<file path="src/rtl/wb_timer_pkg.sv">
`timescale 1ns/1ps
// -----------------------------------------------------------------------------
// wb_timer_pkg
// Shared definitions for the Wishbone machine timer:
//   - reg_off_t  : 3-bit word offset taken from wb_adr[4:2]
//   - reg_off_e  : named register offsets of the timer register map
//   - CMP_RESET_DEFAULT : mtimecmp reset value that keeps the interrupt low
//   - merge_bytes : byte-enable merge used by every writable register
// -----------------------------------------------------------------------------
package wb_timer_pkg;

  typedef logic [2:0] reg_off_t;

  typedef enum logic [2:0] {
    REG_MTIME_LO    = 3'd0,
    REG_MTIME_HI    = 3'd1,
    REG_MTIMECMP_LO = 3'd2,
    REG_MTIMECMP_HI = 3'd3,
    REG_PRESCALE    = 3'd4
  } reg_off_e;

  localparam logic [63:0] CMP_RESET_DEFAULT = 64'hFFFF_FFFF_FFFF_FFFF;

  // Replace only the bytes whose enable is set, keep the rest of the old word.
  function automatic logic [31:0] merge_bytes(input logic [31:0] old_val,
                                              input logic [31:0] new_val,
                                              input logic [3:0]  sel);
    logic [31:0] res;
    res = old_val;
    for (int b = 0; b < 4; b++) begin
      if (sel[b]) begin
        res[8*b +: 8] = new_val[8*b +: 8];
      end
    end
    return res;
  endfunction

  // Offsets above PRESCALE fall into the unmapped hole and answer with wb_err.
  function automatic logic is_mapped(input reg_off_t off);
    return off <= reg_off_t'(REG_PRESCALE);
  endfunction

endpackage

</file>
<file path="src/rtl/wb_timer_prescaler.sv">
`timescale 1ns/1ps
// -----------------------------------------------------------------------------
// wb_timer_prescaler
// Divides clk down to the mtime increment rate. The counter runs 0..prescale
// and emits a one-cycle tick when it sits on the compare value.
// Ports:
//   clk, rst_n  : clock and asynchronous active-low reset
//   clear       : synchronous restart of the count at 0 (prescale rewrite)
//   prescale    : compare value; 0 ticks every cycle
//   tick        : combinational, high in the cycle the count equals prescale
// -----------------------------------------------------------------------------
module wb_timer_prescaler #(
  parameter int unsigned PRESCALE_W = 16
) (
  input  logic                  clk,
  input  logic                  rst_n,
  input  logic                  clear,
  input  logic [PRESCALE_W-1:0] prescale,
  output logic                  tick
);

  logic [PRESCALE_W-1:0] pre_cnt_q;
  logic [PRESCALE_W-1:0] pre_cnt_d;

  // The tick is taken from the current count and the current compare value,
  // so a prescale rewrite still lets an in-flight tick through while the
  // count itself restarts at 0.
  always_comb begin
    tick      = (pre_cnt_q == prescale);
    pre_cnt_d = pre_cnt_q + PRESCALE_W'(1);
    if (clear || tick) begin
      pre_cnt_d = '0;
    end
  end

  // Count register.
  always_ff @(posedge clk or negedge rst_n) begin
    if (!rst_n) begin
      pre_cnt_q <= '0;
    end else begin
      pre_cnt_q <= pre_cnt_d;
    end
  end

endmodule

</file>
<file path="src/rtl/wb_timer.sv">
`timescale 1ns/1ps
// -----------------------------------------------------------------------------
// wb_timer
// RISC-V style 64-bit machine timer (mtime / mtimecmp) with a programmable
// prescaler, behind a single-beat Wishbone pipelined slave port.
// Ports:
//   clk, rst_n         : clock and asynchronous active-low reset
//   wb_cyc, wb_stb     : request qualifiers; a request is taken when both high
//   wb_we              : 1 = write
//   wb_adr             : byte address, only [4:2] decoded
//   wb_sel             : byte enables for writes
//   wb_dat_i           : write data
//   wb_dat_o           : registered read data, 0 unless wb_ack is high
//   wb_ack / wb_err    : one-cycle response, one cycle after acceptance
//   wb_stall           : always 0, every request accepted in its cycle
//   timer_irq          : registered level interrupt, mtime >= mtimecmp
// Register map (word offsets): 0 MTIME_LO, 1 MTIME_HI, 2 MTIMECMP_LO,
// 3 MTIMECMP_HI, 4 PRESCALE, 5..7 unmapped.
// -----------------------------------------------------------------------------
module wb_timer
  import wb_timer_pkg::*;
#(
  parameter int unsigned PRESCALE_W = 16,
  parameter logic [63:0] CMP_RESET  = CMP_RESET_DEFAULT
) (
  input  logic        clk,
  input  logic        rst_n,
  input  logic        wb_cyc,
  input  logic        wb_stb,
  input  logic        wb_we,
  input  logic [31:0] wb_adr,
  input  logic [3:0]  wb_sel,
  input  logic [31:0] wb_dat_i,
  output logic [31:0] wb_dat_o,
  output logic        wb_ack,
  output logic        wb_err,
  output logic        wb_stall,
  output logic        timer_irq
);

  // Register state.
  logic [63:0]           mtime_q,     mtime_d;
  logic [63:0]           mtimecmp_q,  mtimecmp_d;
  logic [PRESCALE_W-1:0] prescale_q,  prescale_d;
  logic [31:0]           hi_shadow_q, hi_shadow_d;

  // Response pipeline and interrupt.
  logic                  ack_q,  ack_d;
  logic                  err_q,  err_d;
  logic [31:0]           dat_q,  dat_d;
  logic                  irq_q,  irq_d;

  // Decode.
  reg_off_t              off;
  logic                  req;
  logic                  mapped;
  logic                  wr_en;
  logic                  rd_en;
  logic [31:0]           rdata;
  logic                  tick;
  logic                  pre_clear;
  logic                  resp_live;
  logic                  unused_adr;

  // Only the word offset inside the timer window matters; the interconnect
  // has already matched the upper bits.
  assign unused_adr = ^{wb_adr[31:5], wb_adr[1:0]};

  // Request decode: every request is accepted in its cycle, so the only
  // decision is whether the offset hits a register or the unmapped hole.
  always_comb begin
    off    = wb_adr[4:2];
    req    = wb_cyc & wb_stb;
    mapped = is_mapped(off);
    wr_en  = req &  wb_we & mapped;
    rd_en  = req & ~wb_we & mapped;
  end

  wb_timer_prescaler #(
    .PRESCALE_W (PRESCALE_W)
  ) u_prescaler (
    .clk      (clk),
    .rst_n    (rst_n),
    .clear    (pre_clear),
    .prescale (prescale_q),
    .tick     (tick)
  );

  // Register file next-state. A write to one mtime half replaces that half
  // from the pre-tick value and leaves the other half at its pre-tick value:
  // the increment of a colliding tick is dropped rather than carried.
  // A MTIME_LO read snapshots the upper half so a following MTIME_HI read
  // gives a consistent 64-bit value even if the low half wrapped meanwhile.
  always_comb begin
    mtime_d     = mtime_q + 64'(tick);
    mtimecmp_d  = mtimecmp_q;
    prescale_d  = prescale_q;
    hi_shadow_d = hi_shadow_q;
    pre_clear   = 1'b0;

    if (wr_en) begin
      case (off)
        REG_MTIME_LO: begin
          mtime_d = {mtime_q[63:32], merge_bytes(mtime_q[31:0], wb_dat_i, wb_sel)};
        end
        REG_MTIME_HI: begin
          mtime_d = {merge_bytes(mtime_q[63:32], wb_dat_i, wb_sel), mtime_q[31:0]};
        end
        REG_MTIMECMP_LO: begin
          mtimecmp_d[31:0] = merge_bytes(mtimecmp_q[31:0], wb_dat_i, wb_sel);
        end
        REG_MTIMECMP_HI: begin
          mtimecmp_d[63:32] = merge_bytes(mtimecmp_q[63:32], wb_dat_i, wb_sel);
        end
        REG_PRESCALE: begin
          prescale_d = PRESCALE_W'(merge_bytes(32'(prescale_q), wb_dat_i, wb_sel));
          pre_clear  = 1'b1;
        end
        default: begin
        end
      endcase
    end

    if (rd_en && (off == reg_off_t'(REG_MTIME_LO))) begin
      hi_shadow_d = mtime_q[63:32];
    end
  end

  // Read multiplexer, sampled in the acceptance cycle. PRESCALE_W is
  // assumed to be at most 32 so the prescale value zero-extends.
  always_comb begin
    rdata = '0;
    case (off)
      REG_MTIME_LO:    rdata = mtime_q[31:0];
      REG_MTIME_HI:    rdata = hi_shadow_q;
      REG_MTIMECMP_LO: rdata = mtimecmp_q[31:0];
      REG_MTIMECMP_HI: rdata = mtimecmp_q[63:32];
      REG_PRESCALE:    rdata = 32'(prescale_q);
      default:         rdata = '0;
    endcase
  end

  // Response and interrupt next-state. Unmapped offsets produce err and no
  // data; the interrupt is a registered compare of the current registers.
  always_comb begin
    ack_d = req &  mapped;
    err_d = req & ~mapped;
    dat_d = rd_en ? rdata : '0;
    irq_d = (mtime_q >= mtimecmp_q);
  end

  // All state flops share the asynchronous reset so a reset in the middle
  // of a transfer drops ack, err and the interrupt at once.
  always_ff @(posedge clk or negedge rst_n) begin
    if (!rst_n) begin
      mtime_q     <= '0;
      mtimecmp_q  <= CMP_RESET;
      prescale_q  <= '0;
      hi_shadow_q <= '0;
      ack_q       <= 1'b0;
      err_q       <= 1'b0;
      dat_q       <= '0;
      irq_q       <= 1'b0;
    end else begin
      mtime_q     <= mtime_d;
      mtimecmp_q  <= mtimecmp_d;
      prescale_q  <= prescale_d;
      hi_shadow_q <= hi_shadow_d;
      ack_q       <= ack_d;
      err_q       <= err_d;
      dat_q       <= dat_d;
      irq_q       <= irq_d;
    end
  end

  // A master that drops wb_cyc before the response aborts it; the response
  // is masked but register side effects already taken stay in place.
  always_comb begin
    resp_live = wb_cyc;
    wb_ack    = ack_q & resp_live;
    wb_err    = err_q & resp_live;
    wb_dat_o  = (ack_q & resp_live) ? dat_q : '0;
    wb_stall  = 1'b0;
    timer_irq = irq_q;
  end

endmodule

</file>
<file path="config.mk">
export PLATFORM = sky130hd
export DESIGN_NAME = wb_timer
export DESIGN_NICKNAME = d
export VERILOG_FILES = /design/src/rtl/wb_timer_pkg.sv /design/src/rtl/wb_timer_prescaler.sv /design/src/rtl/wb_timer.sv
export SDC_FILE = /design/constraint.sdc
export NUM_CORES = 1
export LEC_CHECK = 0
export ABC_AREA = 1
export CORE_ASPECT_RATIO = 1.5
export CORE_UTILIZATION = 50
export DETAILED_ROUTE_END_ITERATION = 6
export PLACE_DENSITY = 0.7
export RECOVER_POWER = 100
export SLEW_MARGIN = 0
export SYNTH_ARGS = -nofsm -noshare
export SYNTH_HDL_FRONTEND = slang
export SYNTH_SLANG_ARGS = --single-unit
</file>
<file path="constraint.sdc">
create_clock -name clk -period 5.15 [get_ports clk]
set_input_delay 0.515 -clock clk [delete_from_list [all_inputs] [get_ports clk]]
set_output_delay 0.515 -clock clk [all_outputs]
set_load 0.01 [all_outputs]
</file>
== Word level (Yosys, flattened, before mapping) ==
Cells that the tools add are included.

* Register bits: 227
* Input bits: 73

* $add $sub $neg: 2
* Order comparisons: 2
* Equality and inequality tests: 15
* Mux-type cells: 12
* Bitwise logic cells: 11
* Reduce and logical (&&, ||, !) cells: 21

{| class="wikitable"
|+ Operators by type and width
! kind !! count
|-
| $pmux 32 s5 || 1
|-
| $pmux 64 s2 || 1
|-
| $add 64x1->64 || 1
|-
| $ge 64x64->1 || 1
|-
| $mux 32 || 2
|-
| $mux 64 || 1
|-
| $mux 8 || 4
|-
| $reduce_and 3->1 || 10
|-
| $ne 3x3->1 const B || 8
|-
| $add 16x1->16 const B || 1
|-
| $eq 16x16->1 || 1
|-
| $mux 16 || 1
|-
| $reduce_and 2->1 || 8
|-
| $and 1x1->1 || 9
|-
| $eq 3x2->1 const B || 2
|-
| $ne 2x2->1 const B || 2
|-
| $eq 3x1->1 const B || 1
|-
| $eq 3x3->1 const B || 1
|-
| $le 3x3->1 const B || 1
|-
| $logic_not 3->1 || 1
|-
| $mux 1 || 2
|-
| $not 1->1 || 2
|-
| $logic_and 1x1->1 || 1
|-
| $logic_or 1x1->1 || 1
|}

== Logic depth before layout (Yosys ltp) ==
* Depth after elaboration: 6
* Gate-level depth with buffers: 19
* Gate-level depth less buffers: 18

== Modules after synthesis ==
A second synthesis with hierarchy kept.

* Cell total of the unflattened synthesis: 1978
* Area total of the unflattened synthesis: 14079.8 um2

{| class="wikitable"
|+ By module, submodules not included
! module !! times used !! cells each !! area an instance (um2) !! sequential area each (um2)
|-
| wb_timer || 1 || 1798 || 12954.9 || 5360.1
|-
| wb_timer_prescaler || 1 || 180 || 1124.8 || 400.4
|}

== Worst setup path after synthesis ==
No wires, ideal clock.

* Path kind: flip-flop to flip-flop
* Start point: register u_prescaler.pre_cnt_q[1]
* End point: register mtime_q[50]
* Library setup time: 119 ps
* Arrival: 2378 ps
* Data required time: 5031 ps
* Path slack: 2653 ps
* Stages on the path, launching flop included: 17
* Clock period less this slack: 2497 ps
* Cells stage by stage: dfrtp_1 or2_2 a21oi_1 nand4_1 nor2_1 ha_1 ha_1 nand3_2 nor2_2 nand2_2 nor2_4 nand2_2 nor2_2 nand2_1 xor2_1 nand2_1 nand2_1

* Longest elaborated chain between the ends: 4

{| class="wikitable"
|+ RTL lines
! item !! RTL line !! source
|-
| start, declared || wb_timer_prescaler.sv:22 || <nowiki>logic [PRESCALE_W-1:0] pre_cnt_q;</nowiki>
|-
| start signal, assigned || wb_timer_prescaler.sv:41 || <nowiki>pre_cnt_q <= pre_cnt_d;</nowiki>
|-
| $eq 16x16->1 * || wb_timer_prescaler.sv:29 || <nowiki>tick = (pre_cnt_q == prescale);</nowiki>
|-
| $add 64x1->64 * || wb_timer.sv:95 || <nowiki>mtime_d = mtime_q + 64'(tick);</nowiki>
|-
| $pmux 64 s2 || wb_timer.sv:102 || <nowiki>case (off)</nowiki>
|-
| $mux 64 * || wb_timer.sv:101 || <nowiki>if (wr_en) begin</nowiki>
|-
| end signal, assigned || wb_timer.sv:165 || <nowiki>mtime_q <= mtime_d;</nowiki>
|-
| end, declared || wb_timer.sv:42 || <nowiki>logic [63:0] mtime_q, mtime_d;</nowiki>
|}

Mark *: on every way between the ends. The rest lies on a longest branch, timed or not.
A chain may end at the register's enable or synchronous reset.

== Final worst setup path ==
* Start point: input wb_adr[2]
* End point: register mtime_q[4]

* Longest elaborated chain between the ends: 4
* Elaborated cells between the ends (all ways): 9

{| class="wikitable"
|+ RTL lines
! item !! RTL line !! source
|-
| start, declared || wb_timer.sv:31 || <nowiki>input logic [31:0] wb_adr,</nowiki>
|-
| $le 3x3->1 || wb_timer_pkg.sv:40 || <nowiki>return off <= reg_off_t'(REG_PRESCALE);</nowiki>
|-
| $and 1x1->1 || wb_timer.sv:75 || <nowiki>wr_en = req & wb_we & mapped;</nowiki>
|-
| $ne 3x3->1 (no line) / $ne 2x2->1 (equally long branches) || n/a ||
|-
| $reduce_and 2->1 (no line) || n/a ||
|}

Parallel ways exist; a longest one is shown, timed or not.

==> reports/metrics.cfg <==
[worst_setup_path]
r2r_start = u_prescaler.pre_cnt_q[10]
start_kind = input pin
crit_end = mtime_q[4]
r2r_slack_ps = 1220
crit_path_start = wb_adr[2]
cp.arrival_ps = 4770
crit_required_ps = 5580
rr_endpoint = mtime_q[36]
critPathCaptureType = register
critPathKind = in2reg
reg2reg_depth = 13
worst-path-max-fanout = 22

[final_layout]
syn_to_final_growth_pct = 11.0
n_antenna_cell = 0
final_cells = 2278
final_nets = 2054
ff_latch_area_um2 = 5760
drive_gt1_share_pct = 8.18
multiInputGateArea_um2 = 6850
fin_util_pct = 56.4
fillers = 2649

[clock_tree]
postCtsSetupBuffers = 0
cts_sinks = 227
path_clk_slew_ps = 60
h-tree-depth = 1
cts_buffer_depth = 3
cts.repair.resized = 0
cts_inserted_buffers = 24
cts_hold_buf = 0
clk_latency_ps = 550
cts_tree = yes
cts-root-buf = clkbuf_16

[synth]
syn_nets = 2003
ys_top_cells_by_area = dfrtp_1 29%, nand2_1 13%, dfstp_2 12%
syn-cell-area_um2 = 14200
ys_warn_count = 0
synthFlopType = dfrtp_1
synth_cell_types = 54
synth_edf_count = 0
yosysTopAreaCell = dfrtp_1
synth_top_area_share_pct = 28.8
ys_seq_elements = 227
synth.avg_cell_area_um2 = 7.61
syn_inst = 1863
yosysSeqAreaShare_pct = 40.7
synth_async_sr_flop_share_pct = 100

[drt]
post_drt_via_cell_ratio = 5.66
drc = 0
drt-pass1-iter-count = 6
dr.first_iter.drc_count = 958
via_count = 12900
wl_per_cell_um = 19.9
routed_wl_mm = 45.4
postRouteAntennaNets = 0

[global_routing]
grt-ovfl-total = 0
grt_pass1_vias = 12700
grt_use_total_pct = 31.7
grt_pass1_wl_mm = 70.4
grt_max_degree = 128
antenna_found_initial = 0

[pwr]
power_frac_clock_pct = 33.3
power_switching_mw = 1.98
netSwitchingFraction_pct = 34.6
powerDensity_nw_per_um2 = 364
leakagePower_nw = 6.96
pwr-share-comb_pct = 23.3
power_mw = 5.72
ir_drop_mv = 0.271
power_frac_seq_pct = 43.4
internal-power_mw = 3.74

[sta]
max_freq_mhz = 230
fin_crit_sh_pct = 84.3
layout_min_cycle_time_ps = 4340
slew_viol_final = 161
worstMarginPinSlew_ps = 3250
hold_viol_final = 0
setup_viol = 0
maxSlewHeadroom_pct = -116
whs_ps = 483
finClkSkew_ps = 10.9
fin_setup_tns_ps = 0
rsz0062_at_grt = no

[min_path]
hold_path.class = reg2reg

[floorplan]
core-area_um2 = 27900
die_w_um = 139
die-area_um2 = 29000
dieHeight_um = 208
io_pins = 109
start_util_pct = 50.8
core.rowCount = 75

[place]
hpwl_mm = 33.3
port_buffers = 78
placed_cells = 2234
place_congestion = 0.991

[status]
status = finished, violations left
violations = capacitance limit, slew limit

[run]
max_cap_violations = 2

## registers in the layout (all words and copies together) (netlist names), 16 cells and up
| signal | flops |
|---|---|
| mtime_q | 64 |
| mtimecmp_q | 64 |
| dat_q | 32 |
| hi_shadow_q | 32 |
| prescale_q | 16 |
| u_prescaler.pre_cnt_q | 16 |
## layer usage
metal	up-vias	wire length, um	GRT usage (%)	share of wire (%)
met5	-	0	0	0
li1	6143	-	-	-
met3	157	2040	3.18	4.5
met4	0	3310	21.3	7.3
met2	427	22300	54.9	49
met1	6173	17800	37.1	39
## how the worst min path moves through the flow
stage                          startpoint              end  slack [ps]  cells after the start
after floorplan                     rst_n            ack_q         220                      0
after global placement    hi_shadow_q[30]  hi_shadow_q[30]         470                      2
after detailed placement  hi_shadow_q[29]  hi_shadow_q[29]         470                      2
after CTS                           rst_n         dat_q[7]         140                      1
after global routing        mtimecmp_q[4]    mtimecmp_q[4]         500                      2
final                      mtimecmp_q[12]   mtimecmp_q[12]         480                      2
## placed cells by master (no fill, tap or decap), types with 6 or more instances in the layout
cell type,Yosys,routed
a21oi_1,84,84
a221oi_1,16,16
a31oi_1,9,9
a41oi_1,16,16
clkbuf_1,23,6
clkbuf_16,0,25
clkbuf_8,0,7
clkdlybuf4s50_1,0,42
dfrtp_1,163,163
dfstp_2,64,64
dlygate4sd3_1,0,35
ha_1,67,67
inv_1,252,255
inv_2,10,7
nand2_1,486,490
nand3_1,80,91
nand4_1,30,30
nor2_1,177,179
nor2_2,11,10
nor2_4,8,7
nor3_1,40,40
o21ai_0,140,150
o21ai_1,15,6
o22ai_1,11,12
xnor2_1,13,13
xor2_1,37,37
## worst max-delay path, cell delays in order
cell	delay, ps
dlygate4sd3_1	1020
clkinvlp_2	610
nand2_1	300
nand2_1	130
nand2_1	250
inv_2	230
nand2_1	120
buf_4	240
inv_1	480
nor2_4	470
mux2_2	380
## cells by family after synthesis
| group | after synthesis | synth area share [%] |
|---|---|---|
| simple gates | 871 | 27.3 |
| buf+inv | 324 | 9.78 |
| compound gates | 320 | 13.0 |
| flops | 227 | 40.7 |
| fa+ha+maj | 67 | 5.92 |
| xor+xnor | 50 | 3.09 |
| mux | 3 | 0.238 |
| other cells | 1 | 0.0265 |
## cell usage after synthesis, drive strengths merged (23+ instances only)
| cell | instances |
|---|---|
| clkbuf | 23 |
| buf | 38 |
| nand2 | 497 |
| inv | 263 |
| nand4 | 30 |
| nor2 | 197 |
| ha | 67 |
| nand3 | 93 |
| xor2 | 37 |
| o21ai | 161 |
| dfstp | 64 |
| nor3 | 43 |
| a21oi | 84 |
| dfrtp | 163 |
## power groups by stage
stage               sequential, mW  combinational (mW)  clock [mW]
finish                        2.48                1.33        1.90
global route                  2.51                1.53        1.98
CTS                           2.47                1.34        1.92
detailed placement            2.50                1.33           0
global placement              2.49                1.28           0
floorplan                     2.36               0.945           0
## metrics by stage
stage | cell area (um2) | setup WS (ps)
2_1_floorplan | 14200 | 2650
5_1_grt | 15700 | 712
6_report | 15700 | 808
4_1_cts | 15900 | 1600
3_3_place_gp | 15100 | 1380
3_5_place_dp | 15100 | 1350
## cell type report
| cell class | count | area share (%) |
|---|---|---|
| tap | 346 | 2.75 |
| multi-input combinational | 1312 | 43.6 |
| timing repair buffer | 86 | 5.33 |
| sequential | 227 | 36.6 |
| clock inverter | 8 | 0.748 |
| inverter | 263 | 6.29 |
| clock buffer | 36 | 4.69 |
Note: power is estimated with default switching activity, not from simulation.
